===== src/rtl/pc_fetch_unit.sv =====
// Program counter and instruction-fetch sequencer for the multicycle core.
// It selects the next PC, runs the imem request handshake and latches the IR.
//
//  state | meaning
//  IDLE  | no fetch outstanding; PC updates are accepted
//  FETCH | imem_req asserted at pc, waiting for imem_ready
//  FAULT | imem did not answer within TIMEOUT cycles; only reset leaves this state
module pc_fetch_unit #(
  parameter logic [31:0] RESET_PC = 32'h0000_0000,
  parameter int          TIMEOUT  = 16,
  parameter int          CNT_W    = 5
) (
  input  logic        clk,
  input  logic        reset,
  input  logic        fetch_start,
  input  logic        pc_write,
  input  logic        pc_write_cond,
  input  logic        zero,
  input  logic [1:0]  pc_src,
  input  logic [31:0] seq_pc,
  input  logic [31:0] branch_target,
  input  logic [31:0] jump_target,
  output logic        imem_req,
  output logic [31:0] imem_addr,
  input  logic        imem_ready,
  input  logic [31:0] imem_rdata,
  output logic [31:0] pc,
  output logic [31:0] ir,
  output logic        ir_valid,
  output logic        busy,
  output logic        fetch_fault,
  output logic        proto_err
);

  typedef enum logic [1:0] {
    IDLE  = 2'd0,
    FETCH = 2'd1,
    FAULT = 2'd2
  } state_t;

  state_t           state, state_next;
  logic [CNT_W-1:0] wait_cnt;
  logic             pc_en;
  logic             timeout_hit;
  logic [31:0]      pc_next;

  assign pc_en       = pc_write | (pc_write_cond & zero);
  // The last wait cycle is the one whose increment would reach TIMEOUT.
  assign timeout_hit = (wait_cnt == CNT_W'(TIMEOUT - 1));

  always_comb begin
    pc_next = pc;
    case (pc_src)
      2'b00:   pc_next = seq_pc;
      2'b01:   pc_next = branch_target;
      2'b10:   pc_next = jump_target;
      default: pc_next = pc;
    endcase
  end

  always_comb begin
    state_next = state;
    case (state)
      IDLE: begin
        if (fetch_start) state_next = FETCH;
      end
      FETCH: begin
        if (imem_ready)       state_next = IDLE;
        else if (timeout_hit) state_next = FAULT;
      end
      FAULT:   state_next = FAULT;
      default: state_next = IDLE;
    endcase
  end

  always_ff @(posedge clk) begin
    if (reset) begin
      state       <= IDLE;
      wait_cnt    <= '0;
      pc          <= RESET_PC;
      ir          <= '0;
      ir_valid    <= 1'b0;
      fetch_fault <= 1'b0;
      proto_err   <= 1'b0;
    end else begin
      state <= state_next;
      if (state == IDLE) begin
        if (pc_en) begin
          pc       <= pc_next;
          ir_valid <= 1'b0;
        end
        if (fetch_start) wait_cnt <= '0;
      end else if (pc_en) begin
        proto_err <= 1'b1;
      end
      if (state == FETCH) begin
        if (imem_ready) begin
          ir       <= imem_rdata;
          ir_valid <= 1'b1;
        end else begin
          wait_cnt <= wait_cnt + 1'b1;
          if (timeout_hit) fetch_fault <= 1'b1;
        end
      end
    end
  end

  assign imem_req  = (state == FETCH);
  assign imem_addr = (state == FETCH) ? pc : 32'h0000_0000;
  assign busy      = (state != IDLE);

endmodule


===== config.mk =====
export PLATFORM = sky130hd
export DESIGN_NAME = pc_fetch_unit
export DESIGN_NICKNAME = d
export VERILOG_FILES = /design/src/rtl/pc_fetch_unit.sv
export SDC_FILE = /design/constraint.sdc
export NUM_CORES = 1
export LEC_CHECK = 0
export ABC_AREA = 1
export BUFFER_PORTS_ARGS = -buffer_cell sky130_fd_sc_hd__clkbuf_2
export CAP_MARGIN = 20
export CELL_PAD_IN_SITES_DETAIL_PLACEMENT = 1
export CELL_PAD_IN_SITES_GLOBAL_PLACEMENT = 2
export CORE_UTILIZATION = 20
export CTS_CLUSTER_SIZE = 24
export DETAILED_ROUTE_END_ITERATION = 10
export HOLD_SLACK_MARGIN = 0.03
export PLACE_DENSITY_LB_ADDON = 0.1
export SYNTH_ARGS = -nofsm -noshare
export SYNTH_HDL_FRONTEND = slang
export SYNTH_SLANG_ARGS = --single-unit

===== constraint.sdc =====
create_clock -name clk -period 2.1 [get_ports clk]
set_input_delay 0.63 -clock clk [delete_from_list [all_inputs] [get_ports clk]]
set_output_delay 0.63 -clock clk [all_outputs]
set_load 0.005 [all_outputs]

==> results of run 1 <==
[metal layers]
metal | vias up | routed length [um] | GRT usage (%)
met4 | 0 | 162 | 3.66
met5 | - | 0 | 0
met1 | 2117 | 6530 | 17.7
met2 | 136 | 7190 | 27.5
li1 | 2401 | - | -
met3 | 11 | 1190 | 6.05
[flip-flops by register name, indices dropped and copies added, names as in the netlist]
signal	flops
ir	32
pc	32
wait_cnt	5
state	2
fetch_fault	1
ir_valid	1
proto_err	1
[cell type report]
cell class	count	area, um2	area share, %
clock buffer	9	225	4.03
clock inverter	7	68.8	1.23
inverter	47	176	3.16
multi-input combinational	501	2010	35.9
sequential	74	1480	26.5
tap	234	293	5.24
timing repair buffer	250	1340	23.9
[cell usage in the layout, fill, tap and decap left out]
cell,count
nor2_2,2
inv_6,3
o21ai_0,10
or2_2,1
inv_1,44
o21ai_1,24
buf_4,8
clkbuf_2,237
nand3_1,1
clkinv_4,1
buf_12,4
a21oi_1,8
nand2_1,276
clkbuf_16,9
nand3_2,1
ha_1,5
inv_8,3
nor2_1,170
buf_6,1
nor2_4,1
dfxtp_1,74
nand2_4,1
nand4_1,1
inv_2,3
[repair_timing]
item / in CTS / in global routing
endpoints found under the setup margin: 22 / 0
hold endpoints to repair: 0 / 0
gates resized for setup: 2 / 0
setup buffers: 2 / 0
[critical path, cell delays in order (launching register included)]
cell and delay [ns]:
dfxtp_1 0.32, inv_1 0.10, nand2_4 0.08, buf_6 0.18, nor2_1 0.17, clkbuf_2 0.15
[cell families after synthesis]
| kind of cell | count (synthesis) |
|---|---|
| AND/OR/NAND/NOR | 454 |
| buffers and inverters | 83 |
| adder cells (fa/ha/maj) | 5 |
| AO/OA/AOI/OAI | 42 |
| flip-flops | 74 |
[power breakdown]
part	internal [mW]	switching (mW)
sequential	1.51	0.0591
clock	0.841	0.728
combinational	0.353	0.488
[worst paths after layout]
check / to / cells after the start
setup / recovery: imem_addr[3] / 5
hold / removal: fetch_fault$_SDFFE_PP0P_ / 2
setup reg to reg: ir[0]$_SDFFE_PP0P_ / 7
hold reg to reg: fetch_fault$_SDFFE_PP0P_ / 2
[per-stage QoR]
stage          setup WS, ns  area [um2]  hold WS, ns  instances
2_1_floorplan         0.474        3840        0.447        658
3_3_place_gp          0.228        5270        0.447       1104
3_5_place_dp          0.186        5270        0.450       1104
4_1_cts               0.104        5590        0.460       1122
5_1_grt              0.0338        5590        0.493       1122
6_report              0.112        5590        0.456       1122
==> reports/summary.txt, run 1 <==
status - finished, final reports clean
I/O Buffers - 237
first-pass GRT wire length - 23.9 mm
xor and xnor fraction of the mapped netlist area - 0%
Die ar. - 19,800 um2
main combinational cell family by area after synthesis - simple AND/OR/NAND/NOR gates
vias per std cell - 4.16
share of layout cells above drive strength 1 - 31.0%
vias in the first global route - 4,810
pwr dens - 712 nW/um2
Total Nets Final - 1,025
CTS buffer count - 9
post-synthesis simple-gate area fraction - 45.0%
synthesis warning total - 0
Crit Path Class - reg2out
library cells used by synthesis - 20
Cell Area, Synth - 3840 um2
Final setup viols - 0
Hold Crit Class - reg2reg
CTS Sinks - 74
Post-CTS Hold Buffers - 0
Syn Inst Count - 658
Placeable Area - 18,800 um2
GP Congestion - 0.716
Yosys reg bits - 74
largest net degree at the start of global routing - 65
H-tree Lvls - 3
ys flop type - dfxtp_1
Leakage - 3.25 nW
boundary pin count - 238
Area Overhead vs Synth - 45.4%
Worst VDD drop - 0.000374 V
HPWL after detailed placement - 11.4 mm
CTS tree - yes
per-cell routed wire length - 13.4 um
EDFF count, synth - 0
Max FO, Critical Path - 18
Adder-Cell Fraction of Synth Area - 1.63%
initial antenna violation count - 0
Synth area leader - dfxtp_1
crit path DAT - 1.36 ns
Die Y - 141 um
minimum clock period after layout - 1.99 ns
# diodes - 0
Initial Utilization - 20.5%
CTS Root Cell - clkbuf_16
total number of vias - 4,665
top cells by area, synth - dfxtp_1 (39%), nand2_1 (27%), nor2_1 (17%), inv_1 (4.4%), o21ai_1 (3.1%)
Worst Setup End Kind - primary output
Final Hold Viols - 0
num rows - 50
filler instances - 2,490
number of nets still failing antenna checks after routing - 0
worst skew pair latency - 0.35 ns
worst hold start - fetch_fault$_SDFFE_PP0P_
FMAX - 0.503 GHz
clock transition at the registers of the reported paths - 0.07 ns
R2R setup slack - 0.68 ns
Die W - 141 um
final worst path period share - 94.6%
Residual DRC - 0
Post-synth ARST share - 0%
Final Max Tran Viols - 0
worst-margin pin slew - 0.577 ns
sequential fraction of the synthesis area - 38.5%
final setup TNS - 0 ns
count leader, synth - nand2_1
top-area cell type share of the netlist area - 38.5%
number of max-cap violations - 0
RSZ-0062 raised after global routing - false
most common library cells after synthesis - nand2_1 (276), nor2_1 (170), dfxtp_1 (74)
first-pass iteration count of the detailed router - 4
post-synthesis mux area share - 0%
DR iter-0 viols - 100
GRT Util Overall - 15.6%
total power - 3.98 mW
Avg Cell Area, Syn - 5.84 um2
fin util - 29.8%
Compound-Gate Fraction of Synth Area - 5.47%
worst r2r src - state[1]$_SDFFE_PP0P_
Clock Tree Buf Depth - 2
Routed WL - 15.1 mm
Worst setup SP type - register
slew margin rel. - 61.5%
Crit. Startpoint - state[1]$_SDFFE_PP0P_
clk_skew - 0.00645 ns
syn nets - 800
WP data required - 1.47 ns
remaining global-route overflow - 0
(Power assumes the default switching activity.)
==> inputs of run 2 (changes only) <==
Settings changed: CELL_PAD_IN_SITES_DETAIL_PLACEMENT 1 to not set, CELL_PAD_IN_SITES_GLOBAL_PLACEMENT 2 to not set, CORE_UTILIZATION 20 to 43, PLACE_DENSITY set to 0.8, PLACE_DENSITY_LB_ADDON 0.1 to not set.
==> run 2 against run 1 <==
Against the previous run:
- via count shrank 2.1%
- global-route usage is 8.2 points higher
- power decreased by 11%
- clock power down 25%
- cell area is 4.4% lower
- count of clock-buffer cells in the layout did not move
- non-clock buffer count down 1
- first-iteration DRC count increased by 20%
- largest cell class unchanged
==> reports/summary.txt, run 2 (synthesis gave the netlist of run 1 again) <==
total power - 3.54 mW (-11%)
Final Max Tran Viols - 0 (unchanged)
storage element area - 1480 um2 (unchanged)
Final Hold Viols - 0 (unchanged)
Initial Utilization - 44.3% (+24 points)
Die ar. - 9320 um2 (-53%)
Setup Buffers After CTS - 0 (-2)
Worst Hold Endpoint - ir_valid$_SDFF_PP0_
Final setup viols - 0 (unchanged)
Crit Path Class - reg2out
CTS Root Cell - clkbuf_8
largest net degree at the start of global routing - 65 (unchanged)
commonest non-fill, non-tap cell in the layout - nand2_1
FMAX - 0.501 GHz (-0.41%)
DP Cell Count - 979 (-11%)
total number of vias - 4,566 (-2.1%)
CTS Sinks - 74 (unchanged)
Sequential Power Share - 44.2% (+4.8 points)
slew margin rel. - 62.3% (+0.81 points)
boundary pin count - 238 (unchanged)
Area Overhead vs Synth - 39.1%
fin util - 61.6% (+32 points)
R2R setup slack - 0.76 ns (+0.08 ns)
Worst Setup End Kind - primary output
DR iter-0 viols - 120 (+20%)
worst hold start - ir_valid$_SDFF_PP0_
first-pass iteration count of the detailed router - 4 (unchanged)
CTS buffer count - 9 (unchanged)
Die Y - 96.6 um (-31%)
combinational power share - 22.8% (+1.7 points)
final hold slack - 0.469 ns (+0.0122 ns)
hold-critical path depth - 2 (unchanged)
Crit Reg-Reg Endpoint - ir[9]$_SDFFE_PP0P_
status - finished, final reports clean
WP data required - 1.47 ns (about the same)
first-pass GRT wire length - 17.3 mm (-28%)
vias per std cell - 4.59 (+10%)
CTS tree - yes
GRT Util Overall - 23.8% (+8.2 points)
# diodes - 0 (unchanged)
Total Nets Final - 1,024 (-0.098%)
area occupied by multi-input gates - 2010 um2 (unchanged)
number of max-cap violations - 0 (unchanged)
most frequent cells in the layout - nand2_1 (276), clkbuf_2 (237), nor2_1 (170)
post-place setup slack - 0.323 ns (+0.138 ns)
HPWL after detailed placement - 8.47 mm (-26%)
Sw Share - 31.3% (-0.71 points)
GP Congestion - 0.833 (+16%)
Hold Crit Class - reg2reg
number of nets still failing antenna checks after routing - 0 (unchanged)
design area - 5350 um2 (-4.4%)
num rows - 34 (-32%)
clk_skew - 0.0108 ns (+0.00431 ns)
pwr dens - 662 nW/um2 (-7.0%)
minimum clock period after layout - 2.00 ns (+0.00821 ns)
per-cell routed wire length - 11.3 um (-16%)
Post-CTS Hold Buffers - 0 (unchanged)
initial antenna violation count - 0 (unchanged)
I/O Buffers - 237 (unchanged)
RSZ-0062 raised after global routing - false
Worst VDD drop - 0.000465 V (+24%)
final worst path period share - 95.0% (+0.39 points)
Max FO, Critical Path - 27 (+9)
clock share of power - 33.0% (-6.4 points)
clock transition at the registers of the reported paths - 0.08 ns (about the same)
R2R cell count - 6 (-1)
Cell Count, Final, Fillers Out - 995 (-11%)
Residual DRC - 0 (unchanged)
Routed WL - 11.3 mm (-25%)
worst r2r src - state[1]$_SDFFE_PP0P_
Placeable Area - 8680 um2 (-54%)
share of layout cells above drive strength 1 - 30.9% (-0.078 points)
sw power - 1.11 mW (-13%)
worst skew pair latency - 0.35 ns (about the same)
post-route setup slack - 0.104 ns (-0.00821 ns)
final setup TNS - 0 ns (unchanged)
vias in the first global route - 3,964 (-18%)
worst-margin pin slew - 0.565 ns (-0.0121 ns)
Leakage - 3.21 nW (-1.4%)
Top Registers - ir x32, pc x32, wait_cnt x5
crit path DAT - 1.37 ns (about the same)
Clock Tree Buf Depth - 2 (unchanged)
filler instances - 883 (-65%)
Placed Area - 5140 um2 (-2.6%)
Worst setup SP type - register
Die W - 96.6 um (-31%)
H-tree Lvls - 3 (unchanged)
cell-internal power - 2.43 mW (-10%)
remaining global-route overflow - 0 (unchanged)
run 2: changes by cell type in the layout (fill, tap and decap cells not counted), sizes merged:
cell	before	now
inv	53	51
bufinv	0	1
clkinv	1	0
clkinvlp	0	2
buf	13	12
run 2: final cells by class:
class / instances / area share, %
Clock buffer: 9 / 2.32
Clock inverter: 7 / 1.54
Inverter: 47 / 3.30
Multi-Input combinational cell: 501 / 37.6
Sequential cell: 74 / 27.7
Tap cell: 108 / 2.53
Timing Repair Buffer: 249 / 25.0
run 2: repair_timing:
action,4_1_cts,5_1_grt
resized for setup,1,0
setup endpoints to repair,1,0
endpoints found under the hold margin,0,0
run 2: worst max path at each step:
stage | startpoint | to | slack [ns] | depth (start not counted)
2_1_floorplan | pc_src[0] | pc[10]$_SDFFE_PP0P_ | 0.47 | 9
3_3_place_gp | pc_src[0] | pc[19]$_SDFFE_PP0P_ | 0.35 | 8
3_5_place_dp | pc_src[0] | pc[25]$_SDFFE_PP0P_ | 0.32 | 8
4_1_cts | state[0]$_SDFFE_PP0P_ | imem_addr[20] | 0.06 | 4
5_1_grt | state[0]$_SDFFE_PP0P_ | imem_addr[0] | 0.02 | 4
6_report | state[0]$_SDFFE_PP0P_ | imem_addr[17] | 0.10 | 4
run 2: per-layer routing:
metal / share of wire [%] / up-vias / global-route usage, %
met2: 48 / 163 / 43.1
met1: 42 / 1984 / 26.5
met3: 7.8 / 21 / 6.03
met5: 0 / - / 0
li1: - / 2398 / -
met4: 2.5 / 0 / 9.68
run 2: critical path, stage by stage, from the launching register on:
cell	delay (ns)
dfxtp_1	0.41
nand2_4	0.14
buf_12	0.19
nor2_1	0.13
clkbuf_2	0.13
run 2: power by group through the flow:
stage / clock, mW / combinational (mW) / sequential [mW]
final: 1.17 / 0.808 / 1.57
after global routing: 1.25 / 0.934 / 1.58
after CTS: 1.20 / 0.815 / 1.57
after detailed placement: 0 / 0.811 / 1.60
after global placement: 0 / 0.803 / 1.59
after floorplan: 0 / 0.438 / 1.60
